### config.mk
export PLATFORM = sky130hd
export DESIGN_NAME = serial16_rx_flat
export DESIGN_NICKNAME = d
export VERILOG_FILES = /design/src/rtl/serial16_rx_if.sv /design/src/rtl/serial16_rx.sv /design/src/flat_wrapper.sv
export SDC_FILE = /design/constraint.sdc
export NUM_CORES = 1
export LEC_CHECK = 0
export CAP_MARGIN = 25
export CORE_MARGIN = 2
export CORE_UTILIZATION = 50
export DETAILED_ROUTE_END_ITERATION = 10
export PLACE_DENSITY = 0.83
export SLEW_MARGIN = 20
export SYNTH_ARGS = -nofsm -noshare
export SYNTH_HDL_FRONTEND = slang
export SYNTH_SLANG_ARGS = --single-unit
### constraint.sdc
create_clock -name clk -period 2 [get_ports clk]
set_input_delay 0.4 -clock clk [delete_from_list [all_inputs] [get_ports clk]]
set_output_delay 0.4 -clock clk [all_outputs]
set_load 0.02 [all_outputs]
### src/rtl/serial16_rx_if.sv
// Handshake bundle for the serial receiver: serial input side plus the
// parallel word output with its valid/ready pair and status flags.
interface serial16_rx_if #(
  parameter int WIDTH = 16
);
  logic             bit_in;
  logic             bit_valid;
  logic             start;
  logic [WIDTH-1:0] out;
  logic             out_valid;
  logic             out_ready;
  logic             busy;
  logic             abort;
  logic             overrun;

  // master: the environment feeding bits and consuming words
  modport master (
    output bit_in, bit_valid, start, out_ready,
    input  out, out_valid, busy, abort, overrun
  );

  // slave: the receiver itself
  modport slave (
    input  bit_in, bit_valid, start, out_ready,
    output out, out_valid, busy, abort, overrun
  );
endinterface

### src/rtl/serial16_rx.sv
// Bit-serial receiver: assembles WIDTH qualified bits into a word and hands it
// to a consumer through a single holding register with valid/ready.
module serial16_rx #(
  parameter int WIDTH     = 16,
  parameter bit INVERT    = 1'b1,
  parameter bit LSB_FIRST = 1'b1
) (
  input  logic        clk,
  input  logic        reset,
  serial16_rx_if.slave bus
);
  localparam int            CW   = $clog2(WIDTH);
  localparam logic [CW-1:0] LAST = CW'(WIDTH - 1);

  typedef enum logic {IDLE, RECV} state_t;

  state_t           state, state_d;
  logic [CW-1:0]    count, count_d;
  logic [WIDTH-1:0] word, word_d;
  logic [WIDTH-1:0] out_q, out_d;
  logic             out_valid_q, out_valid_d;
  logic             abort_q, abort_d;
  logic             overrun_q, overrun_d;
  logic             complete;

  // Position in the word of the k-th bit of a frame.
  function automatic logic [CW-1:0] bit_index(input logic [CW-1:0] k);
    return LSB_FIRST ? k : LAST - k;
  endfunction

  // NOTE: every signal gets a default before any branch, so no path leaves a
  // value unassigned and no latch is inferred.
  always_comb begin
    state_d     = state;
    count_d     = count;
    word_d      = word;
    out_d       = out_q;
    out_valid_d = out_valid_q;
    abort_d     = 1'b0;
    overrun_d   = overrun_q;
    complete    = 1'b0;

    if (out_valid_q && bus.out_ready) out_valid_d = 1'b0;

    case (state)
      IDLE: begin
        if (bus.bit_valid && bus.start) begin
          word_d                  = '0;
          word_d[bit_index('0)]   = bus.bit_in;
          count_d                 = CW'(1);
          state_d                 = RECV;
        end
      end
      RECV: begin
        if (bus.bit_valid) begin
          if (bus.start) begin
            // Restart: the partial frame is dropped and this bit opens a new one.
            word_d                = '0;
            word_d[bit_index('0)] = bus.bit_in;
            count_d               = CW'(1);
            abort_d               = 1'b1;
          end else begin
            word_d[bit_index(count)] = bus.bit_in;
            if (count == LAST) begin
              complete = 1'b1;
              count_d  = '0;
              state_d  = IDLE;
            end else begin
              count_d = count + CW'(1);
            end
          end
        end
      end
    endcase

    // A finished word lands only if the holding register is free or being
    // drained this very cycle; otherwise it is lost and overrun latches.
    if (complete) begin
      if (!out_valid_q || bus.out_ready) begin
        out_d       = INVERT ? ~word_d : word_d;
        out_valid_d = 1'b1;
      end else begin
        overrun_d = 1'b1;
      end
    end
  end

  // NOTE: sequential state uses non-blocking assignments so every register
  // samples the pre-edge values computed above.
  always_ff @(posedge clk) begin
    if (reset) begin
      state       <= IDLE;
      count       <= '0;
      word        <= '0;
      out_q       <= '0;
      out_valid_q <= 1'b0;
      abort_q     <= 1'b0;
      overrun_q   <= 1'b0;
    end else begin
      state       <= state_d;
      count       <= count_d;
      word        <= word_d;
      out_q       <= out_d;
      out_valid_q <= out_valid_d;
      abort_q     <= abort_d;
      overrun_q   <= overrun_d;
    end
  end

  assign bus.out       = out_q;
  assign bus.out_valid = out_valid_q;
  assign bus.busy      = (state == RECV);
  assign bus.abort     = abort_q;
  assign bus.overrun   = overrun_q;
endmodule
### src/flat_wrapper.sv
// flat-port wrapper written by rule: the top's interface ports become plain ports
module serial16_rx_flat 
#(
  parameter int WIDTH     = 16,
  parameter bit INVERT    = 1'b1,
  parameter bit LSB_FIRST = 1'b1
)
  (clk, reset, bus_bit_in, bus_bit_valid, bus_start, bus_out_ready, bus_out, bus_out_valid, bus_busy, bus_abort, bus_overrun);
  serial16_rx_if #(.WIDTH(WIDTH)) bus_i ();
  input  logic clk;
  input  logic reset;
  input wire logic [$bits(bus_i.bit_in)-1:0] bus_bit_in;
  input wire logic [$bits(bus_i.bit_valid)-1:0] bus_bit_valid;
  input wire logic [$bits(bus_i.start)-1:0] bus_start;
  input wire logic [$bits(bus_i.out_ready)-1:0] bus_out_ready;
  output wire logic [$bits(bus_i.out)-1:0] bus_out;
  output wire logic [$bits(bus_i.out_valid)-1:0] bus_out_valid;
  output wire logic [$bits(bus_i.busy)-1:0] bus_busy;
  output wire logic [$bits(bus_i.abort)-1:0] bus_abort;
  output wire logic [$bits(bus_i.overrun)-1:0] bus_overrun;
  assign bus_i.bit_in = bus_bit_in;
  assign bus_i.bit_valid = bus_bit_valid;
  assign bus_i.start = bus_start;
  assign bus_i.out_ready = bus_out_ready;
  assign bus_out = bus_i.out;
  assign bus_out_valid = bus_i.out_valid;
  assign bus_busy = bus_i.busy;
  assign bus_abort = bus_i.abort;
  assign bus_overrun = bus_i.overrun;
  serial16_rx #(.WIDTH(WIDTH), .INVERT(INVERT), .LSB_FIRST(LSB_FIRST)) u_core (.clk(clk), .reset(reset), .bus(bus_i));
endmodule
==> impl_metrics.json, run 1 <==
{
  "setup_viol": 0,
  "synthArstFlopShare_pct": 0,
  "area_delta_synth_final_pct": 22.2,
  "synth_edf_count": 0,
  "worstHoldPathType": "reg -> reg",
  "post-route-util_pct": 63.7,
  "grt_usage_pct": 18.7,
  "hold_path_depth": 2,
  "path_cells": "clkdlybuf4s50_1",
  "drv_cap": 0,
  "h-tree-depth": 2,
  "routed_wl_um": 3610,
  "syn_inst": 187,
  "synth-xor-area-share_pct": 0.459,
  "ir_drop_uv": 466,
  "fin_worst_skew_ns": 0.00610,
  "leakage_nw": 0.911,
  "cp_max_fo": 6,
  "path_clk_slew_ns": 0.07,
  "critPathKind": "reg -> out",
  "clk_latency_ns": 0.29,
  "ys_seq_elements": 40,
  "detail_route.wl_per_cell_um": 13.5,
  "via_per_inst": 5.36,
  "port_buffers": 25,
  "drc_errors": 0,
  "worstPathRequired_ns": 1.60,
  "period_share_pct": 90.3,
  "synthTopCellsByArea": "dfxtp_1 42%, a311oi_2 7.1%, nor3b_1 5.9%",
  "grt_max_degree": 30,
  "cp.arrival_ns": 1.41,
  "critPathTopFamily": "buffers and inverters",
  "cts_resized": 0,
  "synth_compound_area_share_pct": 13.7,
  "r2r-start": "u_core.count[0]",
  "seq_area_frac_synth_pct": 41.9,
  "hpwl_um": 2590,
  "pwr_density_cell_nw_per_um2": 625,
  "worstMarginPinSlew_ns": 0.446,
  "pin_count": 26,
  "slowest_stage": "clkdlybuf4s50_1",
  "r2r_slack_ns": 0.26,
  "clock-root-buffer": "clkbuf_8",
  "nNetsFinal": 230,
  "startpoint_type": "flip-flop",
  "rr_endpoint": "u_core.bus.out[12]",
  "grt_pass1_vias": 1310,
  "setup_slack_ns": 0.193,
  "final_cells": 268,
  "rsz0062_at_grt": "no",
  "yosysTopAreaCellShare_pct": 41.9,
  "dr.first_iter.drc_count": 70,
  "synthSimpleGateAreaFrac_pct": 23.9,
  "grt_pass1_wl_um": 6160,
  "vias": 1436,
  "syn-cell-area_um2": 1910,
  "start_util_pct": 52.2,
  "synth_warnings": 0,
  "endpoint_kind": "output port",
  "ys.flop_type": "dfxtp_1",
  "ant_nets": 0,
  "clockBufferDepth": 2,
  "die_w_um": 65.8,
  "place_inst": 260,
  "cts_hold_buf": 0,
  "syn-num-nets": 198,
  "cts_setup_buffers": 0,
  "synth_fa_ha_area_share_pct": 3.28,
  "synthDistinctLibCells": 39,
  "r2r_cells": 6,
  "grt_remaining_overflow": 0,
  "path_buf_inv": 1,
  "gp_congestion": 0.895,
  "yosysTopAreaCell": "dfxtp_1",
  "drive_above_1_share_pct": 20.5,
  "cts.sinks": 40,
  "die_area_um2": 4330,
  "cts_tree": "done",
  "outcome": "complete, no violations",
  "drt_pass1_iterations": 4,
  "synth.area.mux_share_pct": 10.7,
  "grt_antenna_before_repair": 0,
  "cts_made_buffers": 5,
  "antennaDiodeCount": 0,
  "die_h_um": 65.8,
  "fin_crit_ns": 1.81,
  "synth_top_family_by_area": "simple AND/OR/NAND/NOR gates",
  "slew_headroom_pct": 70.2,
  "synth.avg_cell_area_um2": 10.2,
  "post-place-ws_ns": -0.0271,
  "timing.fmax_ghz": 0.554,
  "maxSlewViolCount": 0,
  "rows": 22,
  "cp_slowest_stage_delay_ns": 0.65,
  "hold_viol": 0,
  "fp.coreArea_um2": 3660,
  "holdCritStartpoint": "u_core.bus.overrun",
  "hold_path_end": "u_core.bus.overrun"
}
-- how the worst max path moves through the flow --
stage,depth (start not counted),start,slack (ns),endpoint
2_1_floorplan,6,u_core.count[0],0.39,u_core.bus.out[0]
3_3_place_gp,5,bus_bit_valid,-0.01,u_core.bus.out[12]
3_5_place_dp,5,bus_bit_valid,-0.03,u_core.bus.out[12]
4_1_cts,1,u_core.bus.busy,0.17,bus_busy
5_1_grt,6,u_core.count[0],0.10,u_core.bus.out[12]
6_report,1,u_core.bus.busy,0.19,bus_busy
-- synth_stat cells, types with 5 or more instances --
library cell and count:
dfxtp_1 40, nor2_1 22, nor3b_1 15, a311oi_2 9
nand3_1 9, mux2i_1 8, nand2_1 8, a21oi_1 6
clkbuf_1 6, mux2_4 6, nor3_1 6, a21o_1 5
ha_1 5
-- kinds of logic after synthesis --
group                      Yosys count
and+or+nand+nor                     77
DFF                                 40
AOI/OAI and AO/OA                   29
buffers and inverters               18
muxes                               17
adders and majority gates            5
xor gates and xnor gates             1
-- metal layers --
| layer | track usage [%] | vias up | routed length (µm) |
|---|---|---|---|
| met1 | 24.2 | 668 | 1750 |
| li1 | - | 726 | - |
| met2 | 30.4 | 36 | 1640 |
| met3 | 5.11 | 6 | 175 |
| met5 | 0 | - | 0 |
| met4 | 5.47 | 0 | 41 |
-- report_power, final --
group	internal, W	total, W	switching (W)
logic	0.0000462	0.000105	0.0000592
clock network	0.000281	0.000546	0.000265
registers	0.000801	0.000807	0.00000650
total	0.00113	0.00146	0.000330
-- cell usage in the layout (no fill, tap or decap), drive strengths merged --
cell / count
nor3: 7
nand3b: 2
nor3b: 15
clkbuf: 8
nand2: 8
mux2i: 8
and4: 1
and3: 2
a21oi: 6
xor2: 1
a311oi: 10
and2b: 1
o211ai: 1
mux2: 9
inv: 2
ha: 5
clkdlybuf4s50: 25
nor2b: 3
nor2: 22
o31ai: 1
a22oi: 2
nor4: 1
nand4: 1
a21o: 5
and4b: 1
nand3: 10
buf: 16
and2: 3
dfxtp: 40
o21ai: 4
-- cell type report --
class / instances / area [µm²]
Inverter: 2 / 7.51
Timing Repair Buffer: 41 / 383
Sequential cell: 40 / 801
Tap cell: 48 / 60.1
Multi-Input combinational cell: 129 / 992
Clock buffer: 8 / 90.1
Fill cell: 305 / 1330
-- through the flow --
stage / setup TNS [ns] / power (W) / hold slack [ns] / area, µm²
finish: 0 / 0.00146 / 0.480 / 2330
global route: 0 / 0.00152 / 0.513 / 2330
CTS: 0 / 0.00147 / 0.487 / 2330
detailed placement: -0.0271 / 0.000931 / 0.465 / 2240
global placement: -0.0105 / 0.000930 / 0.456 / 2240
floorplan: 0 / 0.000886 / 0.445 / 1910
Note: power is estimated with default switching activity, not from simulation.
==> run 2, diff against run 1 <==
--- a/config.mk
+++ b/config.mk
@@ -6,7 +6,6 @@
 export NUM_CORES = 1
 export LEC_CHECK = 0
 export CAP_MARGIN = 25
-export CORE_MARGIN = 2
 export CORE_UTILIZATION = 50
 export DETAILED_ROUTE_END_ITERATION = 10
 export PLACE_DENSITY = 0.83
==> impl_metrics.json, run 2 (synthesized netlist as in run 1, its figures left out) <==
{
  "nNetsFinal": 232,
  "cts.sinks": 40,
  "gp_congestion": 0.831,
  "grt_usage_pct": 20.8,
  "rr_endpoint": "u_core.bus.out[8]",
  "startpoint_type": "flip-flop",
  "via_per_inst": 5.49,
  "critPathTopFamily": "buffers and inverters",
  "grt_remaining_overflow": 0,
  "cts_hold_buf": 0,
  "path_clk_slew_ns": 0.08,
  "r2r_cells": 7,
  "timing.fmax_ghz": 0.517,
  "die_w_um": 63.8,
  "cts_made_buffers": 5,
  "cts_resized": 0,
  "path_buf_inv": 1,
  "antennaDiodeCount": 0,
  "worstMarginPinSlew_ns": 0.427,
  "critPathKind": "reg -> out",
  "cts_setup_buffers": 0,
  "vias": 1478,
  "final_cell_mix": "40 x dfxtp_1, 25 x clkdlybuf4s50_1, 22 x nor2_1",
  "num-fill-cells": 311,
  "drv_cap": 0,
  "multi_input_area_um2": 992,
  "worstHoldPathType": "reg -> reg",
  "pwr_density_cell_nw_per_um2": 631,
  "grt_max_degree": 30,
  "clock-root-buffer": "clkbuf_8",
  "maxSlewViolCount": 0,
  "r2r-start": "u_core.count[0]",
  "leakage_nw": 0.928,
  "start_util_pct": 52.2,
  "fp.coreArea_um2": 3660,
  "routed_wl_um": 3780,
  "post-place-ws_ns": -0.0270,
  "drt_pass1_iterations": 7,
  "hold_path_depth": 2,
  "detail_route.wl_per_cell_um": 14.0,
  "port_buffers": 25,
  "dr.first_iter.drc_count": 68,
  "cp.arrival_ns": 1.53,
  "period_share_pct": 96.7,
  "r2r_slack_ns": 0.16,
  "setup_viol": 0,
  "slowest_stage": "clkdlybuf4s50_1",
  "grt_pass1_vias": 1411,
  "hold_viol": 0,
  "ir_drop_uv": 473,
  "pin_count": 26,
  "path_cells": "clkdlybuf4s50_1",
  "holdCritStartpoint": "u_core.bus.overrun",
  "die_area_um2": 4070,
  "drive_above_1_share_pct": 21.7,
  "setup_slack_ns": 0.0655,
  "final_cells": 269,
  "worstPathRequired_ns": 1.60,
  "seq_area_um2": 801,
  "cp_slowest_stage_delay_ns": 0.68,
  "grt_pass1_wl_um": 6570,
  "endpoint_kind": "output port",
  "h-tree-depth": 2,
  "ant_nets": 0,
  "outcome": "complete, but fails checks",
  "grt_antenna_before_repair": 0,
  "clockBufferDepth": 2,
  "hpwl_um": 2720,
  "cp_max_fo": 11,
  "violations": "DRC",
  "clk_latency_ns": 0.30,
  "rows": 22,
  "fin_crit_ns": 1.93,
  "cts_tree": "done",
  "area_delta_synth_final_pct": 23.3,
  "place_inst": 262,
  "rsz0062_at_grt": "no",
  "fin_worst_skew_ns": 0.00893,
  "drc_errors": 1,
  "final_common_cell": "dfxtp_1",
  "slew_headroom_pct": 71.4,
  "hold_path_end": "u_core.bus.overrun",
  "die_h_um": 63.8
}
[run 2: how the worst max path moves through the flow]
stage,start,endpoint,slack (ns),cells past startpoint
after floorplan,u_core.count[0],u_core.bus.out[0],0.39,6
after CTS,u_core.bus.busy,bus_busy,0.07,1
final,u_core.bus.busy,bus_busy,0.07,1
after global routing,u_core.bus.busy,bus_busy,0.004,1
after detailed placement,bus_bit_valid,u_core.bus.out[12],-0.03,5
after global placement,bus_bit_valid,u_core.bus.out[12],0.02,5
[run 2: cell type report]
cell class	instances	area share, %
Clock buffer	7	4.09
Multi-Input combinational cell	129	42.1
Tap cell	48	2.55
Timing Repair Buffer	43	16.9
Sequential cell	40	34.0
Inverter	2	0.319
[run 2: metal layers]
| layer | track usage (%) | vias up | wire (µm) |
|---|---|---|---|
| met3 | 4.82 | 7 | 177 |
| met5 | 0 | - | 0 |
| met1 | 26.4 | 706 | 1820 |
| met2 | 33.8 | 33 | 1720 |
| met4 | 8.52 | 0 | 63 |
| li1 | - | 732 | - |
[run 2: power by group]
group          switching, W  internal [W]
registers        0.00000824      0.000801
clock network      0.000268      0.000307
logic             0.0000574     0.0000445
total              0.000334       0.00115
[run 2: metrics by stage]
| stage | setup TNS (ns) | total power, W | area (µm²) | hold WS, ns | utilization [%] |
|---|---|---|---|---|---|
| 4_1_cts | 0 | 0.00149 | 2350 | 0.491 | 64.3 |
| 3_3_place_gp | 0 | 0.000928 | 2260 | 0.461 | 61.7 |
| 3_5_place_dp | -0.0300 | 0.000928 | 2260 | 0.463 | 61.7 |
| 6_report | 0 | 0.00149 | 2350 | 0.492 | 64.3 |
| 2_1_floorplan | 0 | 0.000886 | 1910 | 0.445 | - |
| 5_1_grt | 0 | 0.00154 | 2350 | 0.527 | 64.3 |
==> run 3, diff against run 2 <==
--- a/config.mk
+++ b/config.mk
@@ -6,9 +6,9 @@
 export NUM_CORES = 1
 export LEC_CHECK = 0
 export CAP_MARGIN = 25
-export CORE_UTILIZATION = 50
+export CORE_UTILIZATION = 54
 export DETAILED_ROUTE_END_ITERATION = 10
-export PLACE_DENSITY = 0.83
+export PLACE_DENSITY = 0.88
 export SLEW_MARGIN = 20
 export SYNTH_ARGS = -nofsm -noshare
 export SYNTH_HDL_FRONTEND = slang
==> constraint.sdc (replaced) <==
create_clock -name clk -period 1.97 [get_ports clk]
set_input_delay 0.394 -clock clk [delete_from_list [all_inputs] [get_ports clk]]
set_output_delay 0.394 -clock clk [all_outputs]
set_load 0.02 [all_outputs]
==> impl_metrics.json, run 3 (synthesized netlist as in run 1, its figures left out) <==
{
  "outcome": "complete, no violations",
  "endpoint_kind": "output port",
  "area_delta_synth_final_pct": 22.5,
  "nNetsFinal": 227,
  "postPlaceCellArea_um2": 2240,
  "grt_pass1_vias": 1397,
  "cts_hold_buf": 0,
  "worstHoldPathType": "reg -> reg",
  "critPathKind": "reg -> out",
  "cts.sinks": 40,
  "path_clk_slew_ns": 0.12,
  "slew_headroom_pct": 74.6,
  "antennaDiodeCount": 0,
  "dr.first_iter.drc_count": 53,
  "fp.coreArea_um2": 3360,
  "worstPathRequired_ns": 1.58,
  "ant_nets": 0,
  "worstMarginPinSlew_ns": 0.380,
  "timing.fmax_ghz": 0.541,
  "setup_viol": 0,
  "startpoint_type": "flip-flop",
  "detail_route.wl_per_cell_um": 14.4,
  "pwr_density_cell_nw_per_um2": 652,
  "cts_made_buffers": 5,
  "via_per_inst": 5.56,
  "grt_pass1_wl_um": 6070,
  "cp.arrival_ns": 1.46,
  "die_w_um": 61.5,
  "drv_cap": 0,
  "cp_slowest_stage_delay_ns": 0.64,
  "rsz0062_at_grt": "no",
  "die_area_um2": 3780,
  "grt_antenna_before_repair": 0,
  "final_cell_mix": "39 x dfxtp_1, 25 x clkdlybuf4s50_1, 22 x nor2_1",
  "fin_area_um2": 2340,
  "hpwl_um": 2650,
  "die_h_um": 61.5,
  "cp_max_fo": 11,
  "path_cells": "clkdlybuf4s50_1",
  "grt_remaining_overflow": 0,
  "gp_congestion": 0.835,
  "maxSlewViolCount": 0,
  "clk_latency_ns": 0.35,
  "vias": 1462,
  "grt_max_degree": 31,
  "pin_count": 26,
  "fin_crit_ns": 1.85,
  "multi_input_area_um2": 992,
  "clock-root-buffer": "clkbuf_4",
  "drive_above_1_share_pct": 20.7,
  "slowest_stage": "clkdlybuf4s50_1",
  "clockBufferDepth": 2,
  "critPathTopFamily": "buffers and inverters",
  "drc_errors": 0,
  "num-fill-cells": 291,
  "power_w": 0.00153,
  "start_util_pct": 56.8,
  "path_buf_inv": 1,
  "port_buffers": 25,
  "fin_worst_skew_ns": 0.00799,
  "routed_wl_um": 3780,
  "ir_drop_uv": 707,
  "grt_usage_pct": 22.5,
  "h-tree-depth": 2,
  "rows": 21,
  "final_common_cell": "dfxtp_1",
  "drt_pass1_iterations": 5,
  "hold_viol": 0,
  "period_share_pct": 93.9,
  "cts_tree": "done",
  "seq_area_um2": 802,
  "leakage_nw": 0.910
}
==> run 3: cell count changes in the layout (fill, tap and decap cells not counted) <==
cell       before  now
dfxtp_2         0    1
bufinv_16       0    1
clkbuf_4        0    5
buf_4          17   10
dfxtp_1        40   39
buf_12          1    3
clkbuf_8        7    2
==> run 3: layout make-up <==
cell class / count / share of cell area (%)
repair buffers: 38 / 16.5
clock inverters: 1 / 1.28
flip-flops and latches: 40 / 34.3
multi-input cells: 129 / 42.4
well taps: 46 / 2.46
clock buffers: 7 / 2.78
inverters: 2 / 0.321
==> run 3: path summary, 6_finish.rpt <==
path / startpoint / endpoint / slack, ns / cells after the start
worst max register to register: u_core.count[0] / u_core.bus.out[4] / 0.16 / 7
worst min register to register: u_core.bus.overrun / u_core.bus.overrun / 0.49 / 2
worst min-delay path: u_core.bus.overrun / u_core.bus.overrun / 0.49 / 2
worst max-delay path: u_core.bus.busy / bus_busy / 0.12 / 1
==> run 3: power breakdown <==
group          internal (W)  switching [W]
Sequential         0.000814     0.00000780
Combinational     0.0000453      0.0000580
Clock              0.000337       0.000264
==> run 3: per-layer routing <==
metal / vias to the layer above / track usage, % / part of all wire (%)
li1: 725 / - / -
met1: 693 / 26.4 / 46
met2: 39 / 39.3 / 48
met3: 5 / 7.14 / 4.7
met4: 0 / 6.98 / 1.3
met5: - / 0 / 0
==> run 3: what timing repair did <==
action,in CTS,in global routing
gates resized for setup,1,0
setup buffers,0,0
setup endpoints to repair,1,0
==> run 3: worst register-to-register path, delay by kind of cell, from the launching register on <==
family                     cells  cell delay [ns]
buffers and inverters          2             0.24
and+or+nand+nor                2             0.25
adders and majority gates      1             0.22
muxes                          1             0.35
DFF                            1             0.44
AOI/OAI and AO/OA              1             0.23
==> run 3: per-stage QoR <==
stage	utilization [%]	worst slack [ns]	setup TNS, ns	std cells	hold slack (ns)
finish	69.6	0.120	0	263	0.494
global route	69.6	0.00325	0	263	0.530
CTS	69.6	0.109	0	263	0.502
detailed placement	66.7	-0.00544	-0.00544	255	0.471
global placement	66.7	0.0243	0	255	0.459
floorplan	-	0.359	0	187	0.445
